==> config.mk <==
export PLATFORM = sky130hd
export DESIGN_NAME = pwm_deadtime
export DESIGN_NICKNAME = d
export VERILOG_FILES = /design/src/rtl/pwm_pkg.sv /design/src/rtl/pwm_dt_timer.sv /design/src/rtl/pwm_deadtime.sv
export SDC_FILE = /design/constraint.sdc
export NUM_CORES = 1
export LEC_CHECK = 0
export CORE_UTILIZATION = 33
export DETAILED_ROUTE_END_ITERATION = 8
export DONT_BUFFER_PORTS = 1
export PLACE_DENSITY = 0.45
export SYNTH_ARGS = -nofsm -noshare
export SYNTH_HDL_FRONTEND = slang
export SYNTH_HIERARCHICAL = 1
export SYNTH_SLANG_ARGS = --single-unit
==> constraint.sdc <==
create_clock -name clk_in -period 2.6 [get_ports clk_in]
set_input_delay 0.26 -clock clk_in [delete_from_list [all_inputs] [get_ports clk_in]]
set_output_delay 0.26 -clock clk_in [all_outputs]
set_load 0.01 [all_outputs]
==> src/rtl/pwm_pkg.sv <==
// Shared definitions for the PWM output path: state encoding of the
// dead-time stage and the default dead-time counter width.
package pwm_pkg;

    localparam int DW_DEFAULT = 4;

    typedef enum logic [2:0] {
        LO    = 3'd0,
        DT_R  = 3'd1,
        HI    = 3'd2,
        DT_F  = 3'd3,
        FAULT = 3'd4
    } pwm_state_e;

endpackage

==> src/rtl/pwm_dt_timer.sv <==
// Dead-time down-counter: load on entry to a dead state, count down while
// enabled, done when the final cycle of the dead time is reached.
import pwm_pkg::*;

module pwm_dt_timer #(
    parameter int DW = DW_DEFAULT
) (
    input  logic          clk_in,
    input  logic          load_i,
    input  logic          en_i,
    input  logic [DW-1:0] load_val_i,
    output logic          done_o
);

    localparam logic [DW-1:0] ONE = 1;

    logic [DW-1:0] cnt_q, cnt_d;

    always_comb begin
        cnt_d = cnt_q;
        if (load_i) begin
            cnt_d = load_val_i;
        end else if (en_i && (cnt_q > ONE)) begin
            cnt_d = cnt_q - ONE;
        end
    end

    always_ff @(posedge clk_in) begin
        cnt_q <= cnt_d;
    end

    // A zero load counts as done so a dead state entered with dt==0 cannot stall.
    assign done_o = (cnt_q <= ONE);

endmodule

==> src/rtl/pwm_deadtime.sv <==
// Complementary gate drive with programmable dead time and latched fault
// shutdown, fed by the single-ended PWM generator.
import pwm_pkg::*;

module pwm_deadtime #(
    parameter int DW = DW_DEFAULT
) (
    input  logic          clk_in,
    input  logic          rst,
    input  logic          pwm_in,
    input  logic [DW-1:0] dt,
    input  logic          fault_in,
    input  logic          clear_fault,
    output logic          pwm_hi,
    output logic          pwm_lo,
    output logic          in_dead,
    output logic          fault_latched,
    output logic [2:0]    dbg_state_o
);

    pwm_state_e state_q, state_d;
    logic       pwm_q;
    logic       tmr_load, tmr_en, tmr_done;

    pwm_dt_timer #(.DW(DW)) u_timer (
        .clk_in     (clk_in),
        .load_i     (tmr_load),
        .en_i       (tmr_en),
        .load_val_i (dt),
        .done_o     (tmr_done)
    );

    // Priority: rst > fault_in > clear_fault > normal transitions.
    always_comb begin
        state_d  = state_q;
        tmr_load = 1'b0;
        tmr_en   = 1'b0;
        if (rst) begin
            state_d  = DT_F;
            tmr_load = 1'b1;
        end else if (fault_in) begin
            state_d = FAULT;
        end else begin
            case (state_q)
                LO: if (pwm_q) begin
                    if (dt != '0) begin
                        state_d  = DT_R;
                        tmr_load = 1'b1;
                    end else begin
                        state_d = HI;
                    end
                end
                DT_R: begin
                    if (!pwm_q)        state_d = LO;
                    else if (tmr_done) state_d = HI;
                    else               tmr_en  = 1'b1;
                end
                HI: if (!pwm_q) begin
                    if (dt != '0) begin
                        state_d  = DT_F;
                        tmr_load = 1'b1;
                    end else begin
                        state_d = LO;
                    end
                end
                DT_F: begin
                    if (pwm_q)         state_d = HI;
                    else if (tmr_done) state_d = LO;
                    else               tmr_en  = 1'b1;
                end
                FAULT: if (clear_fault) begin
                    state_d  = DT_F;
                    tmr_load = 1'b1;
                end
                default: begin
                    state_d  = DT_F;
                    tmr_load = 1'b1;
                end
            endcase
        end
    end

    // Outputs decode the next state so they change on the same edge as the state.
    always_ff @(posedge clk_in) begin
        if (rst) begin
            pwm_q         <= 1'b0;
            state_q       <= DT_F;
            pwm_hi        <= 1'b0;
            pwm_lo        <= 1'b0;
            in_dead       <= 1'b1;
            fault_latched <= 1'b0;
        end else begin
            pwm_q         <= pwm_in;
            state_q       <= state_d;
            pwm_hi        <= (state_d == HI);
            pwm_lo        <= (state_d == LO);
            in_dead       <= (state_d == DT_R) || (state_d == DT_F);
            fault_latched <= (state_d == FAULT);
        end
    end

    assign dbg_state_o = state_q;

endmodule

# After elaboration in Yosys (flattened, before gate mapping)
# Cells that the tools add are included.
[op_classes]
n_addsub = 1
mux = 27
eq_ne = 8
n_lt_le_gt_ge = 2
reduce_logical = 7
[ops]
columns = ["op", "n"]
rows = [
  ["$mux W3", 9],
  ["$pmux W3 S5", 1],
  ["$eq A3 B2 Y1 const B", 4],
  ["$mux W1", 11],
  ["$mux W4", 2],
  ["$eq A3 B1 Y1 const B", 2],
  ["$eq A3 B3 Y1 const B", 2],
  ["$logic_not A3 Y1", 2],
  ["$gt A4 B1 Y1 const B", 1],
  ["$le A4 B1 Y1 const B", 1],
  ["$mux W2", 2],
  ["$pmux W1 S4", 1],
  ["$reduce_bool A4 Y1", 1],
  ["$sub A4 B1 Y4 const B", 1],
  ["$pmux W1 S2", 1],
  ["$reduce_bool A2 Y1", 1],
  ["$reduce_or A2 Y1", 1],
  ["$logic_and A1 B1 Y1", 1],
  ["$logic_or A1 B1 Y1", 1],
]
[word_totals]
elab_cells = 52
register_bits = 12

# Logic depth before layout (Yosys ltp)
[logic_depth]
depth_word = 9
depth_mapped = 8

# Hierarchy
# Netlist, hierarchy kept.
[by_module_without_submodules]
columns = ["module", "cells_per_inst", "instances", "area_per_inst_um2"]
rows = [
  ["pwm_deadtime", 37, 1, 386.6],
  ["pwm_dt_timer", 21, 1, 240.2],
]

# Worst setup path before layout
# No wires, ideal clock.
[synth_timing]
path_type = "reg-to-reg"
start = "register state_q[1], in the netlist dbg_state_o[1]"
end = "register u_timer.cnt_q[0] (data pin)"
stages_incl_launch_ff = 5
period_less_slack_ns = 1.960
n_path_buf = 0
t_required_ns = 2.340
path_slack_ns = 0.640
arrival_ns = 1.701
setup_ns = 0.260
path_cell_list = "dfxtp_1 xor2_1 nand2_1 o31ai_1 mux2_2"
[synth_between]
elab_chain_len = 6
elab_cells_between_ends = 10
classes_between = "eq/ne: 4; mux: 4; reduce/logical: 2"
[synth_rtl]
columns = ["item", "line_no", "text"]
rows = [
  ["start, declared", "pwm_deadtime.sv:21", "pwm_state_e state_q, state_d;"],
  ["start signal, assigned", "pwm_deadtime.sv:94", "state_q <= state_d;"],
  ["$eq A3 B2 Y1 / $eq A3 B1 Y1 (equally long branches)", "pwm_deadtime.sv:44", "case (state_q)"],
  ["$reduce_or A2 Y1 (no line)", "n/a", ""],
  ["$pmux W1 S4 (*)", "pwm_deadtime.sv:44", ""],
  ["$mux W1 (*)", "pwm_deadtime.sv:41", "end else if (fault_in) begin"],
  ["$mux W1 (*)", "pwm_deadtime.sv:38", "if (rst) begin"],
  ["via tmr_load", "pwm_deadtime.sv:23", "logic tmr_load, tmr_en, tmr_done;"],
  ["$mux W4 (*)", "pwm_dt_timer.sv:21", "if (load_i) begin"],
  ["via u_timer.cnt_d[0]", "pwm_dt_timer.sv:17", "logic [DW-1:0] cnt_q, cnt_d;"],
  ["end signal, assigned", "pwm_dt_timer.sv:29", "cnt_q <= cnt_d;"],
  ["end, declared", "pwm_dt_timer.sv:17", ""],
]
# The timed path passes the listed nets; every way through them passes the cells marked *.
# A chain may end at the register's enable or synchronous reset.

# Final worst setup path
# Same ends and word-level chain as after synthesis.

==> summary.md <==
| Metric | Value |
|---|---|
| Initial core utilization | `0.359` |
| ANT cells | `0` |
| CTS tree | `done` |
| Sw frac | `0.279` |
| Synthesis-stage register bit count | `12` |
| CP bufs+invs | `0` |
| Fin area | `688 sq um` |
| Startpoint types | `flip-flop` |
| Worst-margin pin slew | `689 ps` |
| Die Area | `2080 sq um` |
| Layout Area Growth over Synthesis | `9.78%` |
| Count of cell types in the netlist | `28` |
| CP max FO | `7` |
| Critical path cell sequence | `xor2_1, nand2_1, o31ai_1, mux2_2` |
| Placeable Area | `1750 sq um` |
| Largest net degree at the start of global routing | `8` |
| Post-synth top area share | `0.255` |
| First-pass GRT wire length | `1860 um` |
| Peak supply drop | `0.000229 V` |
| Setup TNS | `0 ps` |
| CP delay by family, top | `compound AO/OA/AOI/OAI gates` |
| Sw power | `0.121 mW` |
| Clk_skew | `0.569 ps` |
| # resized after CTS | `0` |
| Layout cells sized above 1 | `0.210` |
| Ranking of synthesized cells by area | `dfxtp_1 (26%), edfxtp_1 (19%), o2111ai_4 (4.2%)` |
| Placer Congestion | `0.697` |
| Final setup viols | `0` |
| Tmin final | `2130 ps` |
| Hold Path Stages | `1` |
| FMAX | `470 MHz` |
| Wirelength per Cell | `12.9 um` |
| RSZ-0062 raised after global routing | `no` |
| Antenna Nets Post-Route | `0` |
| Clock Sinks | `12` |
| Final Core Density | `0.394` |
| Clock insertion delay at the later pin of the skew report | `260 ps` |
| Post-CTS setup buffer count | `0` |
| HP Class | `in2reg` |
| Non-filler cells, final | `87` |
| Placed cell area | `666 sq um` |
| Comb pwr share | `0.208` |
| CP Capture Type | `flip-flop` |
| 1st-iter DRT viols | `15` |
| Number of remaining DRC errors | `0` |
| Die width | `45.6 um` |
| Min Hold Slack | `56.3 ps` |
| Die Y-Extent | `45.6 um` |
| FP Rows | `15` |
| CP peak stage delay | `620 ps` |
| Antenna violations before repair | `0` |
| Crit path max-delay cell type | `o31ai_1` |
| GRT Util Overall | `0.132` |
| Power Internal | `0.314 mW` |
| Reg2reg path depth | `4` |
| Drt first pass iters | `4` |
| Period utilisation layout | `0.819` |
| Post-Place Cells | `84` |
| Clock-pin slew on the worst setup and hold paths | `60 ps` |
| Fin. Hold Viols | `0` |
| Number of placed I/O pins | `16` |
| Syn Nets | `69` |
| Max_slew headroom | `0.537` |
| Hold buffer count at CTS | `0` |
| Lkg Pwr | `0.249 nW` |
| Root Buffer | `clkbuf_4` |
| Synth area leader | `dfxtp_1` |
| Status | `completed` |
| Stages on the worst setup path | `4` |
| Critical Path RT | `2610 ps` |
| Pwr/cell area | `632 nW/um^2` |
| Hpwl dp | `919 um` |
| Syn Area/Cell | `10.8 sq um` |
| Final Max Slew Viols | `0` |
| Vias per inst | `4.87` |
| Final nets | `75` |
| Final WL | `1130 um` |
| Arr. time, crit path | `2140 ps` |
| Synthesis Warnings | `6` |
| Max Cap Viol | `0` |
| Reg power frac | `0.547` |
| Post-synthesis cell area | `627 sq um` |
| Cts bufs inserted | `3` |
| Critical path class | `reg2reg` |
| Port Buffers | `0` |
| Cells after synthesis | `58` |
| Vias | `424` |
| Clk buf depth | `2` |
| Vias in the first global route | `406` |
| Global route overflow | `0` |
| H-tree depth | `1` |
| Register area share after synthesis | `0.447` |
| Clk pwr share | `0.245` |
-- synth_stat cells --
| library cell | count |
|---|---|
| a211oi_1 | 1 |
| o31ai_1 | 1 |
| or4_4 | 1 |
| nor2b_1 | 1 |
| or3_1 | 1 |
| edfxtp_1 | 4 |
| nor4_1 | 1 |
| dfxtp_1 | 8 |
| nand2_4 | 1 |
| inv_1 | 5 |
| o22ai_1 | 1 |
| nand2_1 | 6 |
| nor2_1 | 4 |
| a21oi_1 | 1 |
| ha_1 | 2 |
| a31oi_4 | 1 |
| nor3_2 | 1 |
| nand2b_1 | 1 |
| xnor2_1 | 1 |
| o21bai_1 | 1 |
| nor3_1 | 4 |
| or3_4 | 1 |
| o2111ai_4 | 1 |
| nor4b_4 | 1 |
| mux2_2 | 2 |
| xor2_1 | 2 |
| o21a_1 | 1 |
| o21ai_0 | 3 |
-- stage by stage --
stage / worst slack [ps] / power (mW)
2_1_floorplan: 640 / 0.312
3_3_place_gp: 468 / 0.335
3_5_place_dp: 465 / 0.334
4_1_cts: 464 / 0.445
5_1_grt: 218 / 0.470
6_report: 471 / 0.435
-- cell usage in the layout (no fill, tap or decap), drive strengths merged, types with 2 or more instances in the layout --
master and instances:
clkbuf 3, dfxtp 8, edfxtp 4, ha 2, inv 5, mux2 2
nand2 7, nor2 4, nor3 5, o21ai 3, or3 2, xor2 2
-- final timing paths --
path	start	end	slack, ps
setup / recovery	dbg_state_o[1]$_SDFF_PP1_	u_timer/cnt_q[0]$_DFFE_PP_	470
hold / removal	fault_in	pwm_lo$_SDFF_PP0_	60
setup reg to reg	dbg_state_o[1]$_SDFF_PP1_	u_timer/cnt_q[0]$_DFFE_PP_	470
hold reg to reg	dbg_state_o[2]$_SDFF_PP0_	pwm_lo$_SDFF_PP0_	670
-- worst reg2reg max path, cell delays in order (launching register included) --
cell and delay (ps):
dfxtp_1 450, xor2_1 290, nand2_1 110, o31ai_1 620, mux2_2 410
-- cell families after synthesis --
kind of cell | synth area share
buffers and inverters | 0.0299
muxes | 0.0359
AOI/OAI and AO/OA | 0.166
and+or+nand+nor | 0.240
adders and majority gates | 0.0399
xor gates and xnor gates | 0.0419
DFF | 0.447
-- flip-flops by register name (all words and copies together), names as in the netlist --
signal / cells
in_dead: 1
pwm_hi: 1
u_timer/cnt_q: 4
pwm_lo: 1
dbg_state_o: 3
fault_latched: 1
pwm_q: 1
-- final cells by class --
| class | instances | area, sq um |
|---|---|---|
| Clock buffer | 3 | 22.5 |
| Fill cell | 191 | 1060 |
| Inverter | 5 | 18.8 |
| Multi-Input combinational cell | 41 | 328 |
| Sequential cell | 12 | 280 |
| Tap cell | 25 | 31.3 |
| Timing Repair Buffer | 1 | 7.51 |
-- power by group through the flow --
stage / sequential (mW) / combinational, mW / clock [mW]
after floorplan: 0.242 / 0.0702 / 0
after global placement: 0.243 / 0.0914 / 0
after detailed placement: 0.242 / 0.0912 / 0
after CTS: 0.238 / 0.0916 / 0.115
after global routing: 0.241 / 0.102 / 0.127
final: 0.238 / 0.0905 / 0.107
-- per-layer routing --
| metal | share of wire | vias to the layer above | global-route usage |
|---|---|---|---|
| met2 | 0.44 | 12 | 0.169 |
| li1 | - | 215 | - |
| met3 | 0.051 | 2 | 0.0635 |
| met1 | 0.51 | 195 | 0.194 |
| met4 | 0.0036 | 0 | 0.0364 |
| met5 | 0 | - | 0 |
Power figures use the tool's default switching activity.
